### config.mk
export PLATFORM = sky130hd
export DESIGN_NAME = rate_divided_counter
export DESIGN_NICKNAME = d
export VERILOG_FILES = /design/src/rtl/rate_divided_counter.sv
export SDC_FILE = /design/constraint.sdc
export NUM_CORES = 1
export LEC_CHECK = 0
export CORE_ASPECT_RATIO = 0.75
export CORE_MARGIN = 4
export CORE_UTILIZATION = 30
export DETAILED_ROUTE_END_ITERATION = 12
export GPL_TIMING_DRIVEN = 1
export SYNTH_ARGS = -nofsm -noshare
export SYNTH_HDL_FRONTEND = slang
export SYNTH_SLANG_ARGS = --single-unit
### constraint.sdc
create_clock -name clock -period 2.05 [get_ports clock]
set_input_delay 0.3075 -clock clock [delete_from_list [all_inputs] [get_ports clock]]
set_output_delay 0.3075 -clock clock [all_outputs]
set_load 0.03 [all_outputs]
### src/rtl/rate_divided_counter.sv
// rate_divided_counter
//   Hex digit counter whose advance rate is chosen by a down-counting clock
//   divider. The digit feeds a 7-segment decoder.
//
//   Parameter CLK_FREQ : clock cycles per second (divider base).
//   Optional feature   : define LOAD_EN to add the parallel-load port pair.
//
//   Ports
//     clock   in   sole clock, rising edge
//     resetn  in   asynchronous active-low reset
//     enable  in   count enable; low freezes divider and digit
//     speed   in   [1:0] rate: 00 every cycle, 01 1 Hz, 10 0.5 Hz, 11 0.25 Hz
//     load    in   parallel-load strobe (LOAD_EN only)
//     d       in   [3:0] parallel-load value (LOAD_EN only)
//     q       out  [3:0] current hex digit
//     tick    out  one-cycle pulse when q advances from counting
//     wrap    out  one-cycle pulse when q advances F->0 from counting
module rate_divided_counter #(
  parameter int unsigned CLK_FREQ = 50000000
) (
  input  logic       clock,
  input  logic       resetn,
  input  logic       enable,
  input  logic [1:0] speed,
`ifdef LOAD_EN
  input  logic       load,
  input  logic [3:0] d,
`endif
  output logic [3:0] q,
  output logic       tick,
  output logic       wrap
);

  localparam int unsigned RD_W = $clog2(4 * CLK_FREQ);

  localparam logic [RD_W-1:0] RELOAD_1HZ  = RD_W'(CLK_FREQ - 1);
  localparam logic [RD_W-1:0] RELOAD_HALF = RD_W'(2 * CLK_FREQ - 1);
  localparam logic [RD_W-1:0] RELOAD_QTR  = RD_W'(4 * CLK_FREQ - 1);

  function automatic logic [RD_W-1:0] reload(input logic [1:0] s);
    case (s)
      2'b00:   return '0;
      2'b01:   return RELOAD_1HZ;
      2'b10:   return RELOAD_HALF;
      default: return RELOAD_QTR;
    endcase
  endfunction

  logic [RD_W-1:0] rd_q, rd_d;
  logic [3:0]      q_q, q_d;
  logic [1:0]      speed_r_q, speed_r_d;
  logic            tick_q, tick_d;
  logic            wrap_q, wrap_d;
  logic            load_w;
  logic [3:0]      load_val;

`ifdef LOAD_EN
  assign load_w   = load;
  assign load_val = d;
`else
  assign load_w   = 1'b0;
  assign load_val = '0;
`endif

  // Priority: load, then speed change (regardless of enable), then count.
  always_comb begin
    rd_d      = rd_q;
    q_d       = q_q;
    speed_r_d = speed_r_q;
    tick_d    = 1'b0;
    wrap_d    = 1'b0;
    if (load_w) begin
      q_d       = load_val;
      rd_d      = reload(speed);
      speed_r_d = speed;
    end else if (speed != speed_r_q) begin
      rd_d      = reload(speed);
      speed_r_d = speed;
    end else if (enable) begin
      if (rd_q == '0) begin
        q_d    = q_q + 4'd1;
        rd_d   = reload(speed_r_q);
        tick_d = 1'b1;
        wrap_d = (q_q == 4'hF);
      end else begin
        rd_d = rd_q - 1'b1;
      end
    end
  end

  always_ff @(posedge clock or negedge resetn) begin
    if (!resetn) begin
      rd_q      <= '0;
      q_q       <= '0;
      speed_r_q <= '0;
      tick_q    <= 1'b0;
      wrap_q    <= 1'b0;
    end else begin
      rd_q      <= rd_d;
      q_q       <= q_d;
      speed_r_q <= speed_r_d;
      tick_q    <= tick_d;
      wrap_q    <= wrap_d;
    end
  end

  assign q    = q_q;
  assign tick = tick_q;
  assign wrap = wrap_q;

`ifndef LOAD_EN
  logic unused_load;
  assign unused_load = ^{load_w, load_val};
`endif

endmodule
After elaboration in Yosys (flattened, before gate mapping)
Cells that the tools add are included.
W data, S select, Z words.
- flip-flop bits (word level): 36
- word-level logic and storage cells: 30
- bits of input ports: 5
- output and inout port bits: 6
- add/subtract/negate cells: 2
- reductions and logical operators: 5
- multiplexer cells: 11
- bitwise logic cells: 1
- equal/unequal tests: 6
- operators by type and width (operator ; number):
    $pmux W28 S3 ; 2
    $mux W28 ; 3
    $logic_not A28 Y1 ; 1
    $sub A28 B1 Y28 const B ; 1
    $mux W1 ; 6
    $add A4 B1 Y4 const B ; 1
    $eq A2 B1 Y1 const B ; 2
    $eq A2 B2 Y1 const B ; 2
    $eq A4 B4 Y1 const B ; 1
    $logic_not A2 Y1 ; 2
    $reduce_and A3 Y1 ; 1
    $ne A2 B2 Y1 ; 1
    $reduce_bool A2 Y1 ; 1
    $not A1 Y1 ; 1

Depth between registers and ports, before layout
- depth in word-level cells: 5
- mapped depth: 8
- gate-level depth less buffers: 7

Worst setup path after synthesis
Ideal clock, no wire load.
- path type: reg-to-reg
- start point: register rd_q[0]
- end point: register rd_q[21]
- data arrival time: 1.986 ns
- stages on the path, launching flop included: 8
- required time: 1.913 ns
- setup time: 0.137 ns
- period minus slack after synthesis: 2.123 ns
- path buffers: 0
- setup slack: -0.073 ns
- cells stage by stage: dfrtp_1 -> inv_1 -> ha_1 -> nor3b_1 -> nand4_4 -> o41ai_4 -> and2_1 -> nor3_1
- cells in the longest elaborated chain, start to end: 4
- elaborated cells on any way between the ends: 5
- those cells by class: 1 x add/sub; 3 x mux; 1 x reduce/logical
- ends and longest elaborated chain (element ; line ; RTL):
    start: declaration ; 49 ; logic [RD_W-1:0] rd_q, rd_d;
    start signal: assignment ; 99 ; rd_q <= rd_d;
    $sub A28 B1 Y28 / $logic_not A28 Y1 (equally long branches) ; 86, 80 ;
    $mux W28 (*) ; 80 ; if (rd_q == '0) begin
    $mux W28 (*) ; 79 ; end else if (enable) begin
    $mux W28 (*) ; 76 ; end else if (speed != speed_r_q) begin
Every way passes the cells marked *; elsewhere a longest branch is shown, timed or not. The select of a mux whose other input is x is not followed.
A chain may end at the register's enable or synchronous reset.

Final worst setup path
- start point: register rd_q[1]
- end point: register rd_q[16]
Same word-level chain as after synthesis.

==> results.cfg <==
[status]
outcome = finished, violations left
violations = negative setup slack

[logic_synthesis]
synthesis.area_sq_um = 2540
ys_top_cells_by_count = dfrtp_1 (36), nor2_1 (16), nand2_1 (14)
ys_warn_count = 0
synth_nets = 273
synthTopCellsByArea = dfrtp_1 (36%), ha_1 (5.4%), xnor2_1 (3.5%)
ys.flop_type = dfrtp_1
syn_inst = 257
seq_area_frac_synth_pct = 35.5
synth_fa_ha_area_share_pct = 5.43
synth_xor_xnor_area_share_pct = 5.18
synthArstFlopShare_pct = 100
synth-edff-count = 0
synth.area.mux_share_pct = 1.68
synth_top_area_share_pct = 35.5
yosys.area.top_type = dfrtp_1
yosys.area_share.simple_pct = 26.3
netlist-cell-type-count = 68
synth_compound_area_share_pct = 22.3
synth-seq-cells = 36
avgSynthCellArea_sq_um = 9.87
synthMostInstantiatedCell = dfrtp_1
synth_top_family_by_area = simple AND/OR/NAND/NOR gates

[route]
routed_via_density = 5.68
final_antenna_net_count = 0
drtPass1Iterations = 5
via_count = 2640
wire_per_inst_um = 18.5
drt_wl_total_mm = 8.59
drt_iter0_markers = 169
drc = 0

[placement]
dpl_cell_area_sq_um = 3320
port_buffers = 10
gp_congestion = 0.894
place_hpwl_mm = 6.07

[global_route]
grt_pass1_wl_mm = 13.4
grt_overflow_total = 0
grtUsageTotal_pct = 17.4
antenna_found_initial = 0
grt_pass1_vias = 2516
grt_max_degree = 37

[power]
power_density_nw_per_um2 = 648
p_clk_share_pct = 30.7
pwr-share-comb_pct = 33.4
switching_power_mw = 0.847
p_int_mw = 1.65
seq_power_share_pct = 35.9
switching_share_pct = 33.9
ir_drop_uv = 459
power_leakage_nw = 1.67
power_mw = 2.50

[worst_setup_path]
r2r-start = rd_q[1]
critical_path.startpoint_type = register
r2r_end = rd_q[16]
path_delay_family = simple AND/OR/NAND/NOR gates
path_depth = 7
reg2reg_depth = 7
critical_path.cell_chain = inv_2, ha_4, nor4b_4, nand2_2, or4_4, a211oi_2, a211oi_2
cpMostUsedCell = a211oi_2
required_ns = 2.21
critPathCaptureType = register
slowest_stage = or4_4
reg2reg_slack_ns = -0.08
cp_num_buf_inv = 1
cp_data_arrival_time_ns = 2.29
critPathMaxFanout = 4
critical_path.max_stage_delay_ns = 0.51
crit_type = reg2reg

[clock_network]
cts-buffers-inserted = 5
clk_pin_slew_ns = 0.06
clk_latency_ns = 0.29
clockRootBuffer = clkbuf_16
cts_hold_buf = 0
cts_max_level = 2
clkSinkCount = 36
cts_tree = done
clk_path_buf_depth = 2

[final_layout]
antenna-diode-count = 0
final_area_sq_um = 3850
area_delta_synth_final_pct = 52.0
final_layout_size_suffix_gt1_share_pct = 46.4
nNetsFinal = 375

[floorplanning]
die_w_um = 114
start_util_pct = 31.5
ios = 11
dieHeight_um = 87.6
fp-row-count = 28
die_area_sq_um = 10000
core-area_sq_um = 8060

[timing]
rsz0062_at_grt = true
setup_viol = 9
max_freq_mhz = 471
slew_viol_final = 0
finalCriticalPeriod_ns = 2.13
tightest_slew_ns = 0.859
fin_hold_ws_ns = 0.118
fin_worst_skew_ns = 0.00699
slew_headroom_pct = 42.7
fin_crit_sh_pct = 104
hold_viol_final = 0
finalWorstSetupSlack_ns = -0.0752

[flow_run]
drv_cap = 0

[min_path]
hold_path_class = in2async
[worst reg2reg max path, stage by stage, from the launching register on]
cell      delay, ns
dfrtp_1        0.39
inv_2          0.10
ha_4           0.15
nor4b_4        0.34
nand2_2        0.17
or4_4          0.51
a211oi_2       0.26
a211oi_2       0.07
[area by class of cell]
type,instances,area (sq um)
tap,105,131
clock buffer,5,125
multi-input combinational,200,1780
timing repair buffer,105,852
clock inverter,3,18.8
inverter,11,41.3
sequential,36,902
fill,740,4200
[flip-flops by register name (all words and copies together) (netlist names)]
register   count
wrap           1
tick           1
q              4
rd_q          28
speed_r_q      2
[layout by cell type, fill, tap and decap left out, types with 3 or more instances in the layout]
cell type	netlist	layout
buf_4	0	88
dfrtp_1	36	35
nor2_1	16	15
nand2_1	14	13
ha_1	11	10
inv_1	11	9
xnor2_1	10	9
clkdlybuf4s50_1	0	9
a21oi_1	10	8
nor3_1	9	7
nand4_1	7	7
nand3_1	6	6
nor4_1	8	6
xor2_1	5	5
a31oi_1	7	5
o22a_1	5	5
clkbuf_16	0	5
buf_6	1	5
nor4_2	2	4
nor3_2	3	4
a211oi_2	2	4
o21ai_0	5	4
a22oi_1	4	4
nor2_2	2	3
or4_4	1	3
or3_1	3	3
o221ai_1	6	3
o21ai_1	3	3
o31ai_1	3	3
o31a_1	3	3
[per-layer routing]
metal	part of all wire (%)	vias to the layer above	GRT usage, %
li1	-	1214	-
met1	46	1304	25.0
met2	45	104	26.0
met3	7.2	18	3.80
met4	2.0	0	5.29
met5	0	-	0
[per-stage QoR]
step	instances	setup TNS (ns)	util [%]	worst slack, ns
4_1_cts	455	-0.123	44.4	-0.0883
2_1_floorplan	257	0	-	0.00631
5_1_grt	465	-2.22	47.8	-0.153
3_3_place_gp	441	-1.58	41.2	-0.223
6_report	465	-0.272	47.8	-0.0752
3_5_place_dp	441	-2.28	41.2	-0.195
[worst max-delay path by stage]
| stage | start | slack (ns) | endpoint |
|---|---|---|---|
| 3_3_place_gp | rd_q[0] | -0.22 | rd_q[16] |
| 5_1_grt | rd_q[1] | -0.15 | rd_q[24] |
| 4_1_cts | rd_q[1] | -0.09 | rd_q[26] |
| 3_5_place_dp | rd_q[0] | -0.19 | rd_q[16] |
| 6_report | rd_q[1] | -0.08 | rd_q[16] |
| 2_1_floorplan | rd_q[0] | 0.006 | rd_q[11] |
[what timing repair did]
action,CTS,global route
pin swaps,13,26
resized for setup,15,36
buffers inserted,6,11
setup endpoints to repair,16,32
[power by group through the flow]
stage / combinational (mW) / sequential, mW / clock, mW
floorplan: 0.333 / 0.909 / 0
global placement: 0.689 / 0.896 / 0
detailed placement: 0.692 / 0.898 / 0
CTS: 0.723 / 0.886 / 0.783
global route: 0.893 / 0.906 / 0.816
finish: 0.835 / 0.897 / 0.767
[cells by family (layout without fill, tap and decap cells)]
kind of cell,count (synthesis),after routing
and+or+nand+nor,99,99
AOI/OAI and AO/OA,71,71
DFF,36,36
buffers and inverters,21,124
xor gates and xnor gates,15,15
adders and majority gates,11,11
muxes,4,4
No activity file was read; power rests on OpenSTA's default activity.
==> RTL edit: new RTL, config.mk and constraints unchanged <==
Reset style: synchronous (`resetn`), changed in one clocked block. Comments in the files are not updated.
--- a/src/rtl/rate_divided_counter.sv
+++ b/src/rtl/rate_divided_counter.sv
@@ -90,3 +90,3 @@
 
-  always_ff @(posedge clock or negedge resetn) begin
+  always_ff @(posedge clock) begin
     if (!resetn) begin
Check against the original RTL: differs if resetn is asserted again (counterexample within 4 cycles, from zero or initial values and one cycle with resetn low); with resetn held inactive, the same outputs for 10 cycles.
==> RTL edit against the original RTL <==
The flow still finishes with violations (setup timing); critical path type unchanged; first-iteration DRC count grew 44%; synthesized area shrank 6.2%; global-route usage is essentially flat; hold slack gained 0.42 ns; clock power shrank 7.2%; wire length shrank 4.5%; power shrank 8.1%; setup slack lost 0.035 ns; sequential cell count is the same; core utilization shrank 1.2 points; design area shrank 8.9%.
==> RTL edit: results (changes against the original RTL) <==
stage	metric	value	unit	change
outcome	status	finished with violations		unchanged
outcome	failing checks	setup timing		unchanged
detailed_routing	met1 WL	3840	um	was 3970 um
timing	Final WS setup	-0.110	ns	was -0.0752 ns
power_and_ir_drop	Lkg Pwr	1.41	nW	was 1.67 nW
placed_design	dpl cells	465		was 441
placed_design	placed cell areas	0.00313	sq mm	was 0.00332 sq mm
global_routing	vias in the first global route	2496		was 2,516
global_routing	largest net degree at the start of global routing	16		was 37
global_routing	met3 usage	4.49	%	was 3.80%
global_routing	total global-route track usage	17.4	%	about the same
clocking	Resized cells post-CTS	12		was 15
global_routing	grt met2 use	25.8	%	was 26.0%
clocking	Worst-Skew Late Latency	0.31	ns	was 0.29 ns
detailed_routing	metal3 WL	678	um	was 622 um
finish	layout cells sized above 1	37.0	%	was 46.4%
timing	setup TNS	-0.827	ns	was -0.272 ns
synth	most common flop cell mapped by yosys	dfxtp_1		was dfrtp_1
timing	Slew HR	72.4	%	was 42.7%
power_and_ir_drop	VDD IR max	256	uV	was 459 uV
synth	share of synthesized flip-flops with an asynchronous set or reset	0	%	was 100%
global_routing	first-pass GRT wire length	13000	um	was 13,400 um
placed_design	routability cong.	0.919		was 0.894
synth	Yosys cell types	55		was 68
finish	fill count	714		was 740
timing	# setup viols final	15		was 9
clocking	Root Driver	clkbuf_8		was clkbuf_16
global_routing	GRT met1 Usage	24.6	%	was 25.0%
setup_path	critical path arrival	2.38	ns	was 2.29 ns
detailed_routing	drt wl/cell	17.2	um	was 18.5 um
setup_path	worst-path fanout max	6		was 4
synth	ranking of synthesized cells by area	dfxtp_1 (30%), nor2_1 (6.3%), ha_1 (5.8%), a21oi_1 (5.3%), xor2_1 (5.2%)		was dfrtp_1 (36%), ha_1 (5.4%), xnor2_1 (3.5%), nor2_1 (2.4%), nand2_1 (2.1%)
detailed_routing	Starting DRT DRC Count	244		was 169
synth	synth cell count leaders	nor2_1 (40), dfxtp_1 (36), a21oi_1 (25)		was dfrtp_1 (36), nor2_1 (16), nand2_1 (14)
placed_design	Detail Placement HPWL	6010	um	was 6070 um
detailed_routing	drt total wl	8200	um	was 8590 um
==> RTL edit: changes by cell type after synthesis, sizes merged, moves of 9 or more <==
cell / unedited run / this run
dfxtp: 0 / 36
dfrtp: 36 / 0
a21oi: 11 / 25
nor2: 18 / 40
nand2: 15 / 24
xor2: 5 / 14
==> RTL edit: worst paths after layout <==
kind           start  slack, ns  cells after the start  endpoint
max          rd_q[2]      -0.11                      7  rd_q[12]
min             q[2]       0.54                      1      wrap
max reg2reg  rd_q[2]      -0.11                      7  rd_q[12]
min reg2reg     q[2]       0.54                      1      wrap
==> RTL edit: kinds of logic (layout without fill, tap and decap cells) <==
group / count (synthesis) / count (layout) / share of synthesized area [%]
AND/OR/NAND/NOR: 121 / 121 / 27.5
AO/OA/AOI/OAI: 81 / 81 / 23.7
flip-flops: 36 / 36 / 30.3
buffers and inverters: 24 / 105 / 4.31
XOR/XNOR: 19 / 19 / 6.99
adder cells (fa/ha/maj): 11 / 11 / 5.78
multiplexers: 3 / 3 / 1.37
==> RTL edit: power by group <==
part           internal, mW  switching, mW
Combinational         0.358          0.410
Clock                 0.429          0.283
Sequential            0.759         0.0601
==> RTL edit: final cells by class <==
| cell class | count | area, sq um | share of cell area, % |
|---|---|---|---|
| clock buffer | 7 | 96.3 | 2.74 |
| clock inverter | 1 | 30.0 | 0.855 |
| inverter | 10 | 37.5 | 1.07 |
| multi-input combinational | 235 | 1770 | 50.4 |
| sequential | 36 | 727 | 20.7 |
| tap | 101 | 126 | 3.60 |
| timing repair buffer | 87 | 724 | 20.6 |
==> RTL edit: critical path, cell delays in order (launching register included) <==
cell      delay, ns
dfxtp_2        0.34
nor4_4         0.37
nand4b_4       0.16
or4_4          0.61
buf_8          0.18
nand2_2        0.06
o21ai_2        0.06
a221oi_2       0.28
